### config.mk
export PLATFORM = sky130hd
export DESIGN_NAME = param_executor
export DESIGN_NICKNAME = d
export VERILOG_FILES = /design/src/rtl/executor_pkg.sv /design/src/rtl/exec_alu.sv /design/src/rtl/param_executor.sv
export SDC_FILE = /design/constraint.sdc
export NUM_CORES = 1
export LEC_CHECK = 0
export ABC_AREA = 1
export CAP_MARGIN = 10
export CORE_MARGIN = 5
export CORE_UTILIZATION = 61
export DETAILED_ROUTE_END_ITERATION = 8
export PLACE_DENSITY = 0.87
export SYNTH_ARGS = -nofsm -noshare
export SYNTH_HDL_FRONTEND = slang
export SYNTH_HIERARCHICAL = 1
export SYNTH_SLANG_ARGS = --single-unit
### constraint.sdc
create_clock -name Clock -period 5.4 [get_ports Clock]
set_input_delay 1.08 -clock Clock [delete_from_list [all_inputs] [get_ports Clock]]
set_output_delay 1.08 -clock Clock [all_outputs]
set_load 0.02 [all_outputs]
### src/rtl/executor_pkg.sv
// rtl/executor_pkg.sv - op codes, FSM states and op-class helpers for param_executor
package executor_pkg;

  localparam logic [3:0] OP_NOP  = 4'd0;
  localparam logic [3:0] OP_LDI  = 4'd1;
  localparam logic [3:0] OP_MOV  = 4'd2;
  localparam logic [3:0] OP_ADDI = 4'd3;
  localparam logic [3:0] OP_ADD  = 4'd4;
  localparam logic [3:0] OP_SUBI = 4'd5;
  localparam logic [3:0] OP_SUB  = 4'd6;
  localparam logic [3:0] OP_AND  = 4'd7;
  localparam logic [3:0] OP_OR   = 4'd8;
  localparam logic [3:0] OP_XOR  = 4'd9;

  typedef enum logic [2:0] {
    S_IDLE, S_FETCH_A, S_FETCH_B, S_EXEC, S_WRITE, S_DONE, S_ERR
  } state_e;

  // Destination register is an operand: every arithmetic/logic op.
  function automatic logic needs_read_a(input logic [3:0] op);
    return (op >= OP_ADDI) && (op <= OP_XOR);
  endfunction

  // Source register comes from the data field.
  function automatic logic needs_read_b(input logic [3:0] op);
    return (op == OP_MOV) || (op == OP_ADD) || (op == OP_SUB) ||
           (op == OP_AND) || (op == OP_OR)  || (op == OP_XOR);
  endfunction

  function automatic logic is_legal(input logic [3:0] op, input logic addr_ok,
                                    input logic src_ok);
    return (op >= OP_LDI) && (op <= OP_XOR) && addr_ok && (!needs_read_b(op) || src_ok);
  endfunction

endpackage

### src/rtl/exec_alu.sv
// rtl/exec_alu.sv - combinational ALU for param_executor
// EXECUTOR_SAT_EN: saturate ADD/SUB results instead of wrapping.
module exec_alu
  import executor_pkg::*;
#(
  parameter int DATA_W = 8
) (
  input  logic [3:0]        op,
  input  logic [DATA_W-1:0] a,
  input  logic [DATA_W-1:0] b,
  output logic [DATA_W-1:0] result,
  output logic              carry,
  output logic              zero
);

  logic [DATA_W:0] sum;
  logic [DATA_W:0] diff;

  assign sum  = {1'b0, a} + {1'b0, b};
  assign diff = {1'b0, a} - {1'b0, b};

  always_comb begin
    result = b;
    carry  = 1'b0;
    case (op)
      OP_ADDI, OP_ADD: begin
        result = sum[DATA_W-1:0];
        carry  = sum[DATA_W];
`ifdef EXECUTOR_SAT_EN
        if (sum[DATA_W]) result = '1;
`endif
      end
      OP_SUBI, OP_SUB: begin
        // Extended MSB of the difference is the borrow (a < b).
        result = diff[DATA_W-1:0];
        carry  = diff[DATA_W];
`ifdef EXECUTOR_SAT_EN
        if (diff[DATA_W]) result = '0;
`endif
      end
      OP_AND:  result = a & b;
      OP_OR:   result = a | b;
      OP_XOR:  result = a ^ b;
      default: result = b;
    endcase
  end

  assign zero = (result == '0);

endmodule

### src/rtl/param_executor.sv
// rtl/param_executor.sv - read-modify-write instruction executor on an external register memory
// EXECUTOR_SAT_EN (in exec_alu) selects saturating ADD/SUB.
module param_executor
  import executor_pkg::*;
#(
  parameter int DATA_W = 8,
  parameter int ADDR_W = 8,
  parameter int NREG   = 4
) (
  input  logic                       Clock,
  input  logic                       ResetN,
  input  logic [4+ADDR_W+DATA_W-1:0] OpCode,
  output logic                       MemEn,
  output logic                       MemRW,
  output logic [ADDR_W-1:0]          MemSelect,
  output logic [DATA_W-1:0]          MemWrData,
  input  logic [DATA_W-1:0]          MemRdData,
  output logic                       Done,
  output logic                       Carry,
  output logic                       Zero,
  output logic                       Error
);

  localparam logic [ADDR_W:0] NREG_L = (ADDR_W+1)'(NREG);

  state_e state, state_d;

  logic [3:0]        op_in, op_q;
  logic [ADDR_W-1:0] addr_in, addr_q, src_in, src_q, sel_q;
  logic [DATA_W-1:0] data_in, data_q, a_q, res_q, wdata_q;
  logic [DATA_W-1:0] alu_a, alu_b, alu_res;
  logic              alu_carry, alu_zero, carry_q, zero_q;
  logic              addr_ok, src_ok, accept;

  assign op_in   = OpCode[4+ADDR_W+DATA_W-1 -: 4];
  assign addr_in = OpCode[DATA_W +: ADDR_W];
  assign data_in = OpCode[DATA_W-1:0];

  // Source register index: low data bits, zero-extended when the data field is narrower.
  generate
    if (DATA_W >= ADDR_W) begin : g_src_trunc
      assign src_in = data_in[ADDR_W-1:0];
    end else begin : g_src_ext
      assign src_in = {{(ADDR_W-DATA_W){1'b0}}, data_in};
    end
  endgenerate

  assign addr_ok = {1'b0, addr_in} < NREG_L;
  assign src_ok  = {1'b0, src_in} < NREG_L;
  assign accept  = (state == S_IDLE) && (OpCode != '0);

  // Register ops read A in FETCH_A (captured in FETCH_B), B arrives in EXEC.
  assign alu_a = needs_read_b(op_q) ? a_q : MemRdData;
  assign alu_b = needs_read_b(op_q) ? MemRdData : data_q;

  exec_alu #(.DATA_W(DATA_W)) u_alu (
    .op     (op_q),
    .a      (alu_a),
    .b      (alu_b),
    .result (alu_res),
    .carry  (alu_carry),
    .zero   (alu_zero)
  );

  always_comb begin
    state_d   = state;
    MemEn     = 1'b0;
    MemRW     = 1'b0;
    MemSelect = sel_q;
    MemWrData = wdata_q;
    Done      = 1'b0;
    Error     = 1'b0;
    case (state)
      S_IDLE: begin
        if (OpCode != '0) begin
          if (!is_legal(op_in, addr_ok, src_ok)) state_d = S_ERR;
          else if (op_in == OP_LDI)              state_d = S_WRITE;
          else if (needs_read_a(op_in))          state_d = S_FETCH_A;
          else                                   state_d = S_FETCH_B;
        end
      end
      S_FETCH_A: begin
        MemEn     = 1'b1;
        MemSelect = addr_q;
        state_d   = needs_read_b(op_q) ? S_FETCH_B : S_EXEC;
      end
      S_FETCH_B: begin
        MemEn     = 1'b1;
        MemSelect = src_q;
        state_d   = S_EXEC;
      end
      S_EXEC: state_d = S_WRITE;
      S_WRITE: begin
        MemEn     = 1'b1;
        MemRW     = 1'b1;
        MemSelect = addr_q;
        MemWrData = res_q;
        state_d   = S_DONE;
      end
      S_DONE: begin
        Done = 1'b1;
        if (OpCode == '0) state_d = S_IDLE;
      end
      S_ERR: begin
        Done  = 1'b1;
        Error = 1'b1;
        if (OpCode == '0) state_d = S_IDLE;
      end
      default: state_d = S_IDLE;
    endcase
  end

  assign Carry = carry_q;
  assign Zero  = zero_q;

  always_ff @(posedge Clock or negedge ResetN) begin
    if (!ResetN) begin
      state   <= S_IDLE;
      op_q    <= '0;
      addr_q  <= '0;
      src_q   <= '0;
      data_q  <= '0;
      a_q     <= '0;
      res_q   <= '0;
      carry_q <= 1'b0;
      zero_q  <= 1'b0;
      sel_q   <= '0;
      wdata_q <= '0;
    end else begin
      state   <= state_d;
      sel_q   <= MemSelect;
      wdata_q <= MemWrData;
      if (accept) begin
        op_q   <= op_in;
        addr_q <= addr_in;
        src_q  <= src_in;
        data_q <= data_in;
        res_q  <= data_in;
      end
      if (state == S_FETCH_B && needs_read_a(op_q)) a_q <= MemRdData;
      if (state == S_EXEC) begin
        res_q <= alu_res;
        if (needs_read_a(op_q)) begin
          carry_q <= alu_carry;
          zero_q  <= alu_zero;
        end
      end
    end
  end

endmodule

==> summary.md <==
| Metric | Value |
|---|---|
| Clock Latency Late Sink | 0.34 ns |
| DR DRC count | 0 |
| Tmin final | 3.86 ns |
| Hold_buf cts | 0 |
| Nets@finish | 697 |
| Worst Setup Path Type | reg -> reg |
| CP Launch Type | register |
| Multiplexer share of the synthesized area | 0 |
| Share of the synthesized area in the top cell type | 0.342 |
| Initial core utilization | 0.621 |
| Core Box Area | 6720 um^2 |
| Finished Layout Cells | 726 |
| Number of vias per cell | 5.77 |
| Arr. time, crit path | 4.13 ns |
| Clk root buf | clkbuf_8 |
| Fin crit share | 0.715 |
| Async SR Flop Fraction | 1.00 |
| Dominant synthesized flop cell | dfrtp_1 |
| Top cells by count, synth | 209 x nand2_1, 66 x inv_1, 57 x dfrtp_1 |
| WHS | 0.475 ns |
| Largest family of logic cells by synthesized area | simple AND/OR/NAND/NOR gates |
| GR Util All Layers | 0.288 |
| Synth cell types | 38 |
| #FFs+latches synth | 57 |
| Syn nets | 647 |
| Final HPWL DP | 8660 um |
| Final ANT Viol Nets | 0 |
| Worst hold path type | reg -> reg |
| Met1 Use GR | 0.393 |
| Adder-cell area share of the yosys netlist | 0.0816 |
| Post-synth EDFFs | 0 |
| Resize count post-CTS | 0 |
| Clk_skew | 0.0150 ns |
| Post-Synth Simple-Gate Area | 0.378 |
| WL/cell | 16.2 um |
| Antenna violations before repair | 0 |
| Top post-synthesis cells by area | dfrtp_1 34%, nand2_1 19%, ha_1 7.2%, inv_1 5.9%, nand3_1 5.9% |
| First-pass GRT wire length | 19400 um |
| Pre-antenna DRT Iters | 6 |
| Max-cap viol count | 0 |
| Largest net degree at the start of global routing | 58 |
| Leading area contributor after synthesis | dfrtp_1 |
| Share of cells above drive strength 1 | 0.113 |
| Worst Path Required | 5.67 ns |
| XOR/XNOR Fraction of Synth Area | 0 |
| Chip Width | 92.7 um |
| Met3 usage | 0.0528 |
| Routing usage on met2 | 0.457 |
| DRT iter0 DRCs | 438 |
| Worst-path clk slew | 0.07 ns |
| Placed Cells | 710 |
| Syn. warnings | 6 |
| Final setup violation count | 0 |
| Die area | 8590 um^2 |
| Most used routing layer | met2 |
| Vias in the first global route | 4044 |
| Ant diodes | 0 |
| H-tree level count | 3 |
| Area Growth Syn to Fin | 18.5% |
| RSZ-0062 raised after global routing | false |
| Outcome | completed |
| Compound-Gate Fraction of Synth Area | 0.104 |
| Synthesized area | 4170 um^2 |
| Global placement routability congestion | 0.946 |
| Critical path's most frequent cell | nand2_1 |
| Port buffer count | 51 |
| Num rows | 30 |
| Vias | 4187 |
| Largest stage delay, worst path | 0.76 ns |
| CP max FO | 33 |
| Final slew viol count | 0 |
| Synth Area per Inst | 7.06 um^2 |
| Post-CTS setup buffer count | 0 |
| Fmax | 259 MHz |
| Worst slew pin tran | 0.880 ns |
| TNS Setup | 0 ns |
| Die height | 92.7 um |
| Register area share after synthesis | 0.342 |
| Final core utilization | 0.736 |
| Total Wirelength | 11800 um |
| CTS buffer count | 9 |
| CP endpoint kind | register |
| Clock Path Buffers | 2 |
| Final hold violation count | 0 |
| Post-Syn Instances | 591 |
| Slowest CP cell | o21ai_0 |
| Ports | 52 |
| Critical Path, Cell by Cell | nor2_1 > nor2_1 > nand2_1 > nand2_1 > o21ai_0 > inv_1 > ha_1 > inv_1 > nand3b_1 > nand2_1 > nand2_1 > nand2_1 > nand2_1 > nand3_1 > nand4_1 > nor2_1 > nand2_1 > nor2_1 > nand3_1 > nand2_1 |
| Total gr overflow | 0 |
| CTS Sinks | 57 |
| Most common cell in the netlist | nand2_1 |
| Worst slew margin | 0.412 |
| TritonCTS clock tree | done |
-- kinds of logic after synthesis --
| logic type | Yosys count |
|---|---|
| flip-flops | 57 |
| AO/OA/AOI/OAI | 72 |
| buffers and inverters | 92 |
| adder cells (fa/ha/maj) | 26 |
| AND/OR/NAND/NOR | 344 |
-- worst paths after layout --
| kind | startpoint | to | slack, ns | depth (start not counted) |
|---|---|---|---|---|
| hold / removal | sel_q[1]$_DFF_PN0_ | sel_q[1]$_DFF_PN0_ | 0.47 | 2 |
| max in group asynchronous | ResetN | res_q[6]$_DFFE_PN0P_ | 4.02 | 2 |
| setup / recovery | op_q[1]$_DFFE_PN0P_ | Zero$_DFFE_PN0P_ | 1.54 | 20 |
| hold reg to reg | sel_q[1]$_DFF_PN0_ | sel_q[1]$_DFF_PN0_ | 0.47 | 2 |
| min in group asynchronous | ResetN | a_q[4]$_DFFE_PN0P_ | 0.86 | 2 |
| setup reg to reg | op_q[1]$_DFFE_PN0P_ | Zero$_DFFE_PN0P_ | 1.54 | 20 |
-- critical path: cells and delay by family, from the launching register on --
family          cells  cell delay (ns)
compound gates      1             0.76
fa+ha+maj           1             0.37
buf+inv             2             0.29
flops               1             0.48
simple gates       16             1.86
-- layout by cell type, fill, tap and decap left out, types with 2 or more instances in the layout --
master / n
o22ai_1: 3
inv_1: 66
inv_6: 2
clkinv_4: 2
o21ai_0: 30
ha_1: 24
nand3_1: 49
clkbuf_8: 9
nand4_1: 10
or2_1: 2
nand2_4: 5
bufinv_16: 3
inv_4: 2
o21ai_1: 6
nor2_4: 5
nor2_2: 3
o21ai_2: 9
dfrtp_1: 57
clkdlybuf4s50_1: 50
fa_1: 2
a21oi_1: 10
nand2_1: 209
nand4_2: 2
nand3_2: 4
inv_2: 11
nand2_2: 7
a22oi_1: 8
a21oi_2: 3
nor2_1: 41
-- state kept, by name, summed over array words and instances (netlist names) --
name,flops
a_q,8
addr_q,8
data_q,8
res_q,8
sel_q,8
wdata_q,8
op_q,4
state,3
Carry,1
Zero,1
-- layer usage --
layer | vias to the layer above | wire (um)
met5 | - | 0
met4 | 0 | 334
met3 | 43 | 1010
met2 | 233 | 5500
met1 | 1934 | 4940
li1 | 1977 | -
-- area by class of cell --
type,instances,area [um^2]
timing repair buffer,52,513
inverter,79,302
clock buffer,9,124
clock inverter,7,125
tap,80,100
multi-input combinational,442,2350
sequential,57,1430
fill,550,1780
-- through the flow --
step	cell area [um^2]	worst slack [ns]
after global routing	4940	1.06
after global placement	4690	1.49
after detailed placement	4690	1.54
final	4940	1.54
after floorplan	4170	2.40
after CTS	4940	1.58
Power is left out: the tool's default activity adds up to more than one toggle a clock period on the data nets, which glitch-free logic cannot reach.
